## config.mk

```make
export PLATFORM = sky130hd
export DESIGN_NAME = alu_rr_sched
export DESIGN_NICKNAME = d
export VERILOG_FILES = /design/src/rtl/alu_pkg.sv /design/src/rtl/rr_arb2.sv /design/src/rtl/alu_rr_sched.sv
export SDC_FILE = /design/constraint.sdc
export NUM_CORES = 1
export LEC_CHECK = 0
export ABC_AREA = 0
export BUFFER_PORTS_ARGS = -buffer_cell sky130_fd_sc_hd__buf_4
export CAP_MARGIN = 20
export CORE_MARGIN = 3
export CORE_UTILIZATION = 48
export CTS_BUF_LIST = sky130_fd_sc_hd__clkbuf_8
export DETAILED_ROUTE_END_ITERATION = 8
export PLACE_DENSITY = 0.91
export RECOVER_POWER = 50
export SLEW_MARGIN = 20
export SYNTH_ARGS = -nofsm -noshare
export SYNTH_HDL_FRONTEND = slang
export SYNTH_HIERARCHICAL = 1
export SYNTH_SLANG_ARGS = --single-unit
```

## constraint.sdc

```tcl
create_clock -name clk -period 1.6 [get_ports clk]
set_input_delay 0.08 -clock clk [delete_from_list [all_inputs] [get_ports clk]]
set_output_delay 0.08 -clock clk [all_outputs]
set_load 0.03 [all_outputs]
```

## src/rtl/alu_pkg.sv

```systemverilog
// ----------------------------------------------------------------------------
// alu_pkg
// Shared definitions for the ALU round-robin scheduler:
//   - ALU opcode encodings (the ALU itself lives outside the scheduler)
//   - scheduler FSM state encoding
//   - execute-counter width
// ----------------------------------------------------------------------------
package alu_pkg;

    localparam logic [2:0] OP_ADD   = 3'b000;  // a + b
    localparam logic [2:0] OP_SUB   = 3'b001;  // a - b
    localparam logic [2:0] OP_NOT   = 3'b010;  // ~a
    localparam logic [2:0] OP_AND   = 3'b011;  // a & b
    localparam logic [2:0] OP_OR    = 3'b100;  // a | b
    localparam logic [2:0] OP_XOR   = 3'b101;  // a ^ b
    localparam logic [2:0] OP_NZSUB = 3'b110;  // 1 when a - b != 0
    localparam logic [2:0] OP_EQ    = 3'b111;  // 1 when a == b

    // Execute counter width; EXEC_CYCLES is limited to 1..15 so it never wraps.
    localparam int CNT_W = 4;

    typedef enum logic [1:0] {
        S_IDLE = 2'b00,
        S_EXEC = 2'b01,
        S_RESP = 2'b10
    } state_t;

endpackage

```

## src/rtl/rr_arb2.sv

```systemverilog
// ----------------------------------------------------------------------------
// rr_arb2
// Two-way round-robin grant, purely combinational.
//   i_valid  [1:0]  request valids, bit N = requester N
//   i_last          index of the requester served most recently
//   o_grant  [1:0]  one-hot grant (all zero when nothing is valid)
// A lone requester always wins; on contention the one not served last wins.
// ----------------------------------------------------------------------------
module rr_arb2 (
    input  logic [1:0] i_valid,
    input  logic       i_last,
    output logic [1:0] o_grant
);

    always_comb begin
        // NOTE: every output of a combinational block gets a default first,
        // so no path through the case can leave it unassigned (no latch).
        o_grant = 2'b00;
        case (i_valid)
            2'b01:   o_grant = 2'b01;
            2'b10:   o_grant = 2'b10;
            2'b11:   o_grant = i_last ? 2'b01 : 2'b10;
            default: o_grant = 2'b00;
        endcase
    end

endmodule

```

## src/rtl/alu_rr_sched.sv

```systemverilog
// ----------------------------------------------------------------------------
// alu_rr_sched
// Shares one external combinational ALU between two requesters. A command is
// granted round-robin, its operands are registered onto alu_* and held for
// EXEC_CYCLES cycles, then the ALU result is captured with zero/negative flags
// and offered on a valid/ready response port tagged with the requester index.
// One command in flight at a time.
//
// Parameters
//   W            operand/result width
//   EXEC_CYCLES  cycles alu_* are held before capture (1..15)
// Ports
//   clk, rst                        clock, synchronous active-high reset
//   reqN_valid/ready/a/b/op         command port of requester N (N = 0, 1)
//   alu_a, alu_b, alu_op            registered operands to the ALU
//   alu_result                      combinational ALU output
//   resp_valid/ready                response handshake
//   resp_result, resp_id,
//   resp_zero, resp_neg             captured result, issuer and flags
//   busy                            a command is executing or awaiting pickup
// ----------------------------------------------------------------------------
module alu_rr_sched
    import alu_pkg::*;
#(
    parameter int W           = 4,
    parameter int EXEC_CYCLES = 1
) (
    input  logic         clk,
    input  logic         rst,

    input  logic         req0_valid,
    output logic         req0_ready,
    input  logic [W-1:0] req0_a,
    input  logic [W-1:0] req0_b,
    input  logic [2:0]   req0_op,

    input  logic         req1_valid,
    output logic         req1_ready,
    input  logic [W-1:0] req1_a,
    input  logic [W-1:0] req1_b,
    input  logic [2:0]   req1_op,

    output logic [W-1:0] alu_a,
    output logic [W-1:0] alu_b,
    output logic [2:0]   alu_op,
    input  logic [W-1:0] alu_result,

    output logic         resp_valid,
    input  logic         resp_ready,
    output logic [W-1:0] resp_result,
    output logic         resp_id,
    output logic         resp_zero,
    output logic         resp_neg,

    output logic         busy
);

    localparam logic [CNT_W-1:0] CNT_LAST = CNT_W'(EXEC_CYCLES - 1);

    state_t             r_state;
    state_t             w_state_nxt;
    logic [CNT_W-1:0]   r_cnt;
    logic               r_last;      // requester served most recently
    logic               r_id;        // issuer of the command in flight
    logic [W-1:0]       r_alu_a;
    logic [W-1:0]       r_alu_b;
    logic [2:0]         r_alu_op;
    logic [W-1:0]       r_result;
    logic               r_resp_id;
    logic               r_zero;
    logic               r_neg;

    logic [1:0]         w_grant;
    logic               w_accept;
    logic               w_done;
    logic               w_resp_hs;

    rr_arb2 u_arb (
        .i_valid (({req1_valid, req0_valid})),
        .i_last  (r_last),
        .o_grant (w_grant)
    );

    // The arbiter only grants a valid requester, so any grant in IDLE is a handshake.
    assign w_accept  = (r_state == S_IDLE) && (w_grant != 2'b00);
    assign w_done    = (r_state == S_EXEC) && (r_cnt == CNT_LAST);
    assign w_resp_hs = (r_state == S_RESP) && resp_ready;

    // ------------------------------------------------------------------------
    // FSM: state register
    // ------------------------------------------------------------------------
    always_ff @(posedge clk) begin
        // NOTE: sequential state uses non-blocking assignments so every register
        // samples the pre-edge values, independent of statement order.
        if (rst) begin
            r_state <= S_IDLE;
        end else begin
            r_state <= w_state_nxt;
        end
    end

    // ------------------------------------------------------------------------
    // FSM: next state
    // ------------------------------------------------------------------------
    always_comb begin
        w_state_nxt = r_state;
        case (r_state)
            S_IDLE:  if (w_accept)  w_state_nxt = S_EXEC;
            S_EXEC:  if (w_done)    w_state_nxt = S_RESP;
            S_RESP:  if (w_resp_hs) w_state_nxt = S_IDLE;
            default: w_state_nxt = S_IDLE;
        endcase
    end

    // ------------------------------------------------------------------------
    // Datapath registers
    // ------------------------------------------------------------------------
    always_ff @(posedge clk) begin
        // NOTE: the datapath registers are reset too, because every output,
        // including alu_* and resp_*, must read 0 straight out of reset.
        if (rst) begin
            r_cnt     <= '0;
            r_last    <= 1'b1;   // "last served = 1" makes requester 0 win the first tie
            r_id      <= 1'b0;
            r_alu_a   <= '0;
            r_alu_b   <= '0;
            r_alu_op  <= '0;
            r_result  <= '0;
            r_resp_id <= 1'b0;
            r_zero    <= 1'b0;
            r_neg     <= 1'b0;
        end else begin
            if (w_accept) begin
                r_id     <= w_grant[1];
                r_alu_a  <= w_grant[1] ? req1_a  : req0_a;
                r_alu_b  <= w_grant[1] ? req1_b  : req0_b;
                r_alu_op <= w_grant[1] ? req1_op : req0_op;
                r_cnt    <= '0;
            end

            if (r_state == S_EXEC) begin
                r_cnt <= r_cnt + 1'b1;
            end

            // Flags are taken from the captured value so they stay 0 in reset
            // and always agree with resp_result.
            if (w_done) begin
                r_result  <= alu_result;
                r_zero    <= (alu_result == '0);
                r_neg     <= alu_result[W-1];
                r_resp_id <= r_id;
                r_last    <= r_id;
            end
        end
    end

    // ------------------------------------------------------------------------
    // Outputs
    // ------------------------------------------------------------------------
    assign req0_ready  = (r_state == S_IDLE) && w_grant[0];
    assign req1_ready  = (r_state == S_IDLE) && w_grant[1];

    assign alu_a       = r_alu_a;
    assign alu_b       = r_alu_b;
    assign alu_op      = r_alu_op;

    assign resp_valid  = (r_state == S_RESP);
    assign resp_result = r_result;
    assign resp_id     = r_resp_id;
    assign resp_zero   = r_zero;
    assign resp_neg    = r_neg;

    assign busy        = (r_state != S_IDLE);

endmodule

```

==> impl_metrics.tcl <==
set metrics [dict create \
    avgSynthCellArea_um2 9.13 \
    finalHoldViolations 0 \
    multi_input_area_um2 606 \
    antenna_left 0 \
    combPwrFrac 0.388 \
    final.setup.worst_slack_ns 0.0939 \
    drc 0 \
    hold-path-cell-count 3 \
    num_antenna_cells 0 \
    area_growth_syn_to_layout_pct 29.5 \
    power_frac_clock 0.197 \
    synth_compound_area_frac 0.251 \
    dpl.hpwl_mm 2.21 \
    final_nets 218 \
    yosys_warnings 6 \
    cts-buffers-inserted 3 \
    cts_max_path_buffers 2 \
    cts.root.buffer_cell "clkbuf_8" \
    yosys.area_share.simple 0.138 \
    grt_antenna_before_repair 0 \
    avgViaCountPerCell 5.55 \
    holdPathEnd "resp_result[1]" \
    synth_commonest_cells "dfxtp_1 (25), a21oi_1 (20), mux2i_1 (11)" \
    yosys.area_share.adder 0.0206 \
    p_switching_mw 0.710 \
    ctsResizeCount 0 \
    report.power.total_mw 1.85 \
    worst_setup_path_end_kind "output port" \
    clock_sinks 25 \
    die-area_um2 3170 \
    cp_max_fo 10 \
    ys_async_sr_fraction 0 \
    firstDrtPassIters 4 \
    muxShareOfSynthArea 0.0906 \
    postCtsSetupBuffers 0 \
    synth.top_cells.by_area "dfxtp_1 (41%), mux2i_1 (9.1%), a21oi_1 (8.2%), a211oi_1 (5.6%), o21ai_0 (3.3%)" \
    r2r_cells 6 \
    finalCritPeriodShare 0.941 \
    power_frac_seq 0.415 \
    vias 1177 \
    rows 17 \
    power_density_nw_per_um2 1180 \
    place_ws_ns 0.206 \
    grt_pass1_vias 1219 \
    tightest_slew_ns 0.537 \
    wire_per_inst_um 14.1 \
    required_ns 1.52 \
    synth_top_area_share 0.412 \
    final_area_um2 1570 \
    finClkSkew_ns 0.00490 \
    slew_headroom 0.641 \
    internal_power_mw 1.14 \
    slew_viol_final 0 \
    r2r_start "r_last" \
    num-fill-cells 207 \
    swShare 0.384 \
    synth_top_family_by_area "compound AO/OA/AOI/OAI gates" \
    r2r-end "alu_a[3]" \
    wl_mm 2.98 \
    register_area_um2 500 \
    yosys.area.top_type "dfxtp_1" \
    rrSetupSlack_ns 0.13 \
    hold_start "alu_result[1]" \
    synth_most_common_cell "dfxtp_1" \
    grt_remaining_overflow 0 \
    final_layout_size_suffix_gt1_frac 0.261 \
    finish.utilization 0.685 \
    port-buffer-count 52 \
    htree_levels 1 \
    synth_area_um2 1210 \
    finalSetupTns_ns 0 \
    gp_congestion 0.815 \
    synth-xor-area-share 0 \
    grt_max_degree 28 \
    worstPathArrival_ns 1.43 \
    max_freq_mhz 664 \
    hp-class "in2reg" \
    cts.clk_slew.worst_paths_ns 0.08 \
    power_leakage_nw 0.654 \
    crit_type "reg2out" \
    post-route-min-period_ns 1.51 \
    grt_pass1_wl_mm 5.20 \
    setup_violations 0 \
    syn-num-nets 166 \
    grt_usage 0.202 \
    synth-seq-cells 25 \
    clk_latency_ns 0.27 \
    maxCapViolCount 0 \
    synth_edf_count 0 \
    yosysSeqAreaShare 0.412 \
    placed_cell_area_um2 1610 \
    chipWidth_um 56.3 \
    die_h_um 56.3 \
    ir_worst_vdd_v 0.000707 \
    start_util 0.529 \
    syn_inst 133 \
    core_area_um2 2300 \
    cts_tree "built" \
    ios 53 \
    drt_iter0_drc 11 \
    rsz0062_at_grt "false" \
    status "completed" \
    synthDistinctLibCells 35 \
    cts_hold_buf 0 \
    cp-start-kind "flop" \
    synth_flop_cell "dfxtp_1" \
]
worst max path at each step:
stage	endpoint	slack [ns]	start	depth (start not counted)
floorplan	alu_b[0]	0.33	r_last	6
global placement	resp_id	0.22	r_cnt[0]	5
detailed placement	resp_id	0.21	r_cnt[0]	5
CTS	req1_ready	0.08	r_last	5
global route	req1_ready	0.01	r_last	5
finish	req1_ready	0.09	r_last	5
per-stage QoR:
stage,std cells,hold slack (ns)
2_1_floorplan,133,0.228
3_3_place_gp,208,0.356
3_5_place_dp,208,0.367
4_1_cts,212,0.0776
5_1_grt,212,0.0804
6_report,212,0.0801
power by group through the flow:
stage | clock [mW] | combinational (mW) | sequential, mW
floorplan | 0 | 0.398 | 0.902
global placement | 0 | 0.757 | 0.779
detailed placement | 0 | 0.780 | 0.783
CTS | 0.373 | 0.783 | 0.771
global route | 0.399 | 0.779 | 0.780
finish | 0.365 | 0.718 | 0.768
cell usage in the layout (no fill, tap or decap):
cell / instances
or4_1: 1
a211oi_1: 9
o211ai_1: 2
nor2b_1: 1
clkbuf_1: 20
nand2_1: 3
nand3b_1: 1
a22oi_1: 1
a2111oi_1: 1
a31o_1: 1
and2b_1: 1
a221oi_1: 1
inv_1: 7
or3b_4: 1
nand3_1: 7
o31ai_1: 1
nor2_2: 1
mux2i_1: 11
inv_2: 1
nand2b_1: 3
or2_4: 1
a211oi_2: 2
a21boi_1: 2
nor4_1: 1
clkbuf_8: 3
ha_1: 2
o21ai_0: 8
nor3b_2: 1
buf_4: 38
a21oi_1: 20
nor2_1: 7
dfxtp_1: 25
kinds of logic after synthesis:
logic type,Yosys count
simple gates,29
buf+inv,18
compound gates,48
fa+ha+maj,2
flops,25
mux,11
layout make-up:
type | count | area share
multi-input cells | 90 | 0.385
clock inverters | 1 | 0.00239
clock buffers | 3 | 0.0263
flip-flops and latches | 25 | 0.318
well taps | 28 | 0.0223
repair buffers | 58 | 0.229
inverters | 7 | 0.0167
metal layers:
metal,up-vias,GRT usage,share of wire
met5,-,0,0
met4,0,0.0915,0.021
met3,7,0.0437,0.070
met2,46,0.361,0.49
met1,542,0.227,0.42
li1,582,-,-
flip-flops by register name, indices dropped and copies added (netlist names), 2 cells and up:
signal,flops
resp_result,4
alu_op,3
r_cnt,4
r_state,2
alu_b,4
alu_a,4
worst max-delay path: stages (launching register included):
cell,delay [ns]
dfxtp_1,0.33
a21boi_1,0.25
buf_4,0.26
nand2_1,0.10
inv_1,0.07
buf_4,0.15
Power figures use the tool's default switching activity.
